File: src/rtl/zx_pkg.sv
// Shared Spectrum clocking definitions: machine model codes, CPU turbo codes and the
// page-contention lookup used by the CPU clock generator.
package zx_pkg;

  localparam logic [1:0] MODEL_48K  = 2'd0;
  localparam logic [1:0] MODEL_128K = 2'd1;
  localparam logic [1:0] MODEL_P3   = 2'd2;
  localparam logic [1:0] MODEL_NONE = 2'd3;

  typedef enum logic [1:0] {
    TURBO_1X = 2'd0,
    TURBO_2X = 2'd1,
    TURBO_4X = 2'd2
  } turbo_t;

  // 4000-7FFF is contended on every ULA model; C000-FFFF only for the odd (128K) or
  // high (+3) RAM pages.
  function automatic logic contended(input logic [1:0] model, input logic [1:0] a15_14,
                                     input logic [2:0] ram_page);
    logic hit;
    logic unused_page_bit;
    hit = 1'b0;
    unused_page_bit = ram_page[1];
    if (model != MODEL_NONE && a15_14 == 2'b01) begin
      hit = 1'b1;
    end else if (a15_14 == 2'b11) begin
      if (model == MODEL_128K) hit = ram_page[0];
      else if (model == MODEL_P3) hit = ram_page[2];
    end
    return hit;
  endfunction

endpackage

File: src/rtl/zx_ce_div.sv
// Master-clock divider: free-running phase counter and the fixed-phase pixel/PSG enables.
// Each enable is a registered decode of the current count, so it lags the count by one clock.
module zx_ce_div
  import zx_pkg::*;
#(
  parameter int DIV_LOG2 = 4
) (
  input  logic                clock,
  input  logic                reset,
  output logic [DIV_LOG2-1:0] ce,
  output logic                cep2x,
  output logic                cep1x,
  output logic                ne3M5,
  output logic                pe3M5
);

  localparam logic [DIV_LOG2-1:0] CE_LAST = '1;
  localparam logic [DIV_LOG2-1:0] CE_HALF = DIV_LOG2'((1 << (DIV_LOG2 - 1)) - 1);

  always_ff @(posedge clock or negedge reset) begin
    if (!reset) begin
      ce    <= '0;
      cep2x <= 1'b0;
      cep1x <= 1'b0;
      ne3M5 <= 1'b0;
      pe3M5 <= 1'b0;
    end else begin
      ce    <= ce + 1'b1;
      cep2x <= (ce[1:0] == 2'b11);
      cep1x <= (ce[2:0] == 3'b111);
      ne3M5 <= (ce == CE_HALF);
      pe3M5 <= (ce == CE_LAST);
    end
  end

endmodule

File: src/rtl/zx_cpu_clkgen.sv
// CPU clock-enable generator: fixed-phase enables from zx_ce_div plus turbo selection and
// ULA memory/IO contention that withholds whole ne/pe CPU periods.
module zx_cpu_clkgen
  import zx_pkg::*;
#(
  parameter int DIV_LOG2 = 4,
  parameter bit TURBO_EN = 1'b1
) (
  input  logic        clock,
  input  logic        reset,
  input  logic [1:0]  model,
  input  logic [1:0]  turbo,
  input  logic        vduC,
  input  logic        mreq,
  input  logic        iorq,
  input  logic [15:0] a,
  input  logic [2:0]  ramPage,
  output logic        cep2x,
  output logic        cep1x,
  output logic        ne3M5,
  output logic        pe3M5,
  output logic        necpu,
  output logic        pecpu,
  output logic        stalled
);

  localparam logic [DIV_LOG2-1:0] CE_LAST = '1;
  localparam logic [DIV_LOG2-1:0] CE_HALF = DIV_LOG2'((1 << (DIV_LOG2 - 1)) - 1);

  logic [DIV_LOG2-1:0] ce;
  turbo_t              turbo_req;
  turbo_t              turbo_act;
  logic                ne_slot;
  logic                pe_slot;
  logic                ula_io;
  logic                io_contend;
  logic                withhold;
  logic                bypass;
  logic                t1;
  logic                hold;
  logic                unused_addr;

  zx_ce_div #(.DIV_LOG2(DIV_LOG2)) u_div (
    .clock (clock),
    .reset (reset),
    .ce    (ce),
    .cep2x (cep2x),
    .cep1x (cep1x),
    .ne3M5 (ne3M5),
    .pe3M5 (pe3M5)
  );

  assign unused_addr = ^a[13:1];

  always_comb begin
    turbo_req = TURBO_1X;
    if (TURBO_EN && turbo != 2'd3) turbo_req = turbo_t'(turbo);
  end

  // Every mode places a pe on the last count, so switching there can never double-pulse.
  always_comb begin
    ne_slot = 1'b0;
    pe_slot = 1'b0;
    case (turbo_act)
      TURBO_4X: begin
        ne_slot = (ce[1:0] == 2'd1);
        pe_slot = (ce[1:0] == 2'd3);
      end
      TURBO_2X: begin
        ne_slot = (ce[2:0] == 3'd3);
        pe_slot = (ce[2:0] == 3'd7);
      end
      default: begin
        ne_slot = (ce == CE_HALF);
        pe_slot = (ce == CE_LAST);
      end
    endcase
  end

  assign ula_io     = !iorq && !a[0];
  assign io_contend = ula_io && (model == MODEL_48K || model == MODEL_128K);
  assign withhold   = vduC && t1 && (contended(model, a[15:14], ramPage) || io_contend);
  assign bypass     = (turbo_act != TURBO_1X) || (model == MODEL_NONE);

  // The withhold decision is taken at the ne slot and held for the matching pe slot.
  always_ff @(posedge clock or negedge reset) begin
    if (!reset) begin
      turbo_act <= TURBO_1X;
      t1        <= 1'b0;
      hold      <= 1'b0;
      necpu     <= 1'b0;
      pecpu     <= 1'b0;
      stalled   <= 1'b0;
    end else begin
      necpu <= 1'b0;
      pecpu <= 1'b0;
      if (ce == CE_LAST) turbo_act <= turbo_req;
      if (bypass) begin
        necpu   <= ne_slot;
        pecpu   <= pe_slot;
        hold    <= 1'b0;
        stalled <= 1'b0;
        if (pe_slot) t1 <= mreq && !ula_io;
      end else begin
        if (ne_slot) begin
          hold  <= withhold;
          necpu <= !withhold;
          if (withhold) stalled <= 1'b1;
        end
        if (pe_slot && !hold) begin
          pecpu   <= 1'b1;
          stalled <= 1'b0;
          t1      <= mreq && !ula_io;
        end
      end
    end
  end

endmodule

File: config.mk
export PLATFORM = sky130hd
export DESIGN_NAME = zx_cpu_clkgen
export DESIGN_NICKNAME = d
export VERILOG_FILES = /design/src/rtl/zx_pkg.sv /design/src/rtl/zx_ce_div.sv /design/src/rtl/zx_cpu_clkgen.sv
export SDC_FILE = /design/constraint.sdc
export NUM_CORES = 1
export LEC_CHECK = 0
export ABC_AREA = 1
export ABC_CLOCK_PERIOD_IN_PS = 1850
export CAP_MARGIN = 20
export CELL_PAD_IN_SITES_DETAIL_PLACEMENT = 1
export CELL_PAD_IN_SITES_GLOBAL_PLACEMENT = 1
export CORE_ASPECT_RATIO = 0.8
export CORE_MARGIN = 2
export CORE_UTILIZATION = 28
export CTS_CLUSTER_DIAMETER = 150
export DETAILED_ROUTE_END_ITERATION = 7
export PLACE_DENSITY = 0.82
export SYNTH_ARGS = -nofsm -noshare
export SYNTH_HDL_FRONTEND = slang
export SYNTH_SLANG_ARGS = --single-unit
File: constraint.sdc
create_clock -name clock -period 1.85 [get_ports clock]
set_clock_uncertainty 0.15 [all_clocks]
set_input_delay 0.4625 -clock clock [delete_from_list [all_inputs] [get_ports clock]]
set_output_delay 0.4625 -clock clock [all_outputs]
set_load 0.1 [all_outputs]
==> results_dict.tcl <==
set metrics [dict create \
    status "finished clean" \
    power_density_nw_per_um2 585 \
    cp-start-kind "flop" \
    area_growth_pct 47.1 \
    yosys.area_share.adder 0.118 \
    synth_top_family_by_area "simple AND/OR/NAND/NOR gates" \
    synth_cell_type_count 16 \
    netlist_area_um2 743 \
    hp-class "input pin to asynchronous set/reset pin" \
    intPower_mw 0.470 \
    period_share 0.895 \
    wl_per_cell_um 10.3 \
    die_y_um 50.1 \
    synthesis.nets 116 \
    cts_hold_buf 0 \
    final_util 0.441 \
    rows 16 \
    synth-simple-area-share 0.231 \
    synth-compound-area-share 0.0438 \
    wl_um 1470 \
    drt_iter0_drc 10 \
    clock_sinks 15 \
    ir_worst_vdd_v 0.000289 \
    power_mw 0.640 \
    pin_count 35 \
    path_class "flop to flop" \
    yosys-top-cells-area "dfrtp_1 51%, ha_1 12%, nand2_1 9.6%" \
    ys_seq_area_frac 0.505 \
    antenna_found_initial 0 \
    core_um2 2480 \
    worstPathArrival_ns 1.73 \
    diodes 0 \
    crit_required_ns 1.92 \
    avgSynthCellArea_um2 9.18 \
    fp.dieArea_um2 3080 \
    synth_top_area_share 0.505 \
    worstMarginPinSlew_ns 0.259 \
    worstSkewPairLatency_ns 0.29 \
    relSlewSlack 0.827 \
    cts_max_level 1 \
    portBuffers 20 \
    die_w_um 61.6 \
    power_frac_clock 0.293 \
    rsz0062_at_grt "no" \
    root_buffer "clkbuf_4" \
    synth_mux_area_frac 0 \
    drv_slew 0 \
    worstSetupEndpointType "flop" \
    drc 0 \
    postCtsResizedCells 0 \
    grt_pass1_wl_um 2660 \
    firstDrtPassIters 4 \
    synth-seq-cells 15 \
    swShare 0.267 \
    yosys.area.top_type "dfrtp_1" \
    cts_buffers 3 \
    fin_setup_tns_ns 0 \
    crit_fanout 7 \
    power_leakage_nw 0.559 \
    cap_viol_max_count 0 \
    n_fill_cell 305 \
    tritoncts "yes" \
    post-cts-setup-buffer-count 0 \
    synth-xor-area-share 0.0118 \
    hpwlAfterDp_um 1250 \
    fin_crit_ns 1.66 \
    start_util 0.299 \
    whs_ns 0.328 \
    seq_power_share 0.535 \
    drive_above_1_share 0.170 \
    via_count 600 \
    avgViaCountPerCell 4.23 \
    grt_remaining_overflow 0 \
    nets 142 \
    netlist_instances 81 \
    switchingPower_mw 0.171 \
    grt_max_degree 16 \
    max_freq_mhz 604 \
    grt_pass1_vias 611 \
    hold_viol 0 \
    grt_util_all_layers 0.119 \
    clkTransAtPathRegs_ns 0.09 \
    gp_congestion 0.788 \
    antenna_left 0 \
    setup_violations 0 \
    cts_buffer_depth 2 \
    p_comb_frac 0.172 \
    ys_warn_count 0 \
]
==> cells in the final DEF, fill, tap and decap left out, drive strengths merged <==
cell type       n
nand2          21
inv            18
dfrtp          15
clkdlybuf4s50  13
nand3           9
buf             8
ha              7
a21oi           3
clkbuf          3
and2            2
o21ai           2
xor2            1
or2             1
nand4           1
o31ai           1
clkinv          1
==> power groups by stage <==
stage                     Sequential [mW]  Clock, mW  Combinational (mW)
after floorplan                     0.363          0              0.0397
after global placement              0.348          0               0.108
after detailed placement            0.349          0               0.112
after CTS                           0.343      0.196               0.113
after global routing                0.344      0.218               0.124
final                               0.342      0.188               0.110
==> per-stage QoR <==
step	area [um2]	std cells	setup WS (ns)
after floorplan	743	81	0.340
after global placement	1070	138	0.124
after detailed placement	1070	138	0.0766
after CTS	1090	142	0.171
after global routing	1090	142	0.0293
final	1090	142	0.194
==> final cells by class <==
cell class / count / area [um2] / area share
Clock buffer: 3 / 22.5 / 0.0206
Timing Repair Buffer: 21 / 278 / 0.254
Clock inverter: 1 / 5.00 / 0.00458
Sequential cell: 15 / 375 / 0.343
Tap cell: 36 / 45.0 / 0.0412
Multi-Input combinational cell: 48 / 300 / 0.275
Inverter: 18 / 67.6 / 0.0618
==> state kept, by name, summed over array words and instances, names as in the netlist <==
signal	cells
u_div.ce	4
turbo_act	2
hold	1
necpu	1
pecpu	1
stalled	1
t1	1
u_div.cep1x	1
u_div.cep2x	1
u_div.ne3M5	1
u_div.pe3M5	1
==> kinds of logic after synthesis <==
kind of cell             Yosys count
AO/OA/AOI/OAI                      6
XOR/XNOR                           1
adder cells (fa/ha/maj)            7
buffers and inverters             18
flip-flops                        15
AND/OR/NAND/NOR                   34
==> path summary, 6_finish.rpt <==
kind                        startpoint  depth (start not counted)  slack, ns     endpoint
max reg2reg                u_div.ce[0]                          7       0.19      stalled
max                        u_div.ce[0]                          7       0.19      stalled
max in group asynchronous        reset                          2       1.05  u_div.ce[2]
min in group clock         u_div.ce[0]                          1       0.35  u_div.ce[0]
min reg2reg                u_div.ce[0]                          1       0.35  u_div.ce[0]
min                              reset                          2       0.33         hold
==> cell usage after synthesis <==
library cell  number
a21oi_1            3
and2_1             1
and2_4             1
dfrtp_1           15
ha_1               7
inv_1             18
nand2_1           19
nand2_2            2
nand3_1            6
nand3_2            3
nand4_1            1
o21ai_0            1
o21ai_1            1
o31ai_1            1
or2_1              1
xor2_1             1
==> worst max-delay path, stage by stage, from the launching register on <==
cell and delay (ns):
dfrtp_1 0.43, ha_1 0.31, ha_1 0.24, nand2_1 0.07, nand3_1 0.11, nand3_2 0.13, nand2_1 0.06, a21oi_1 0.10
==> layer usage <==
layer / GRT usage / wire length, um
met1: 0.142 / 637
met2: 0.189 / 731
met3: 0.0551 / 82
met4: 0.0319 / 14
met5: 0 / 0
Power figures use the tool's default switching activity.
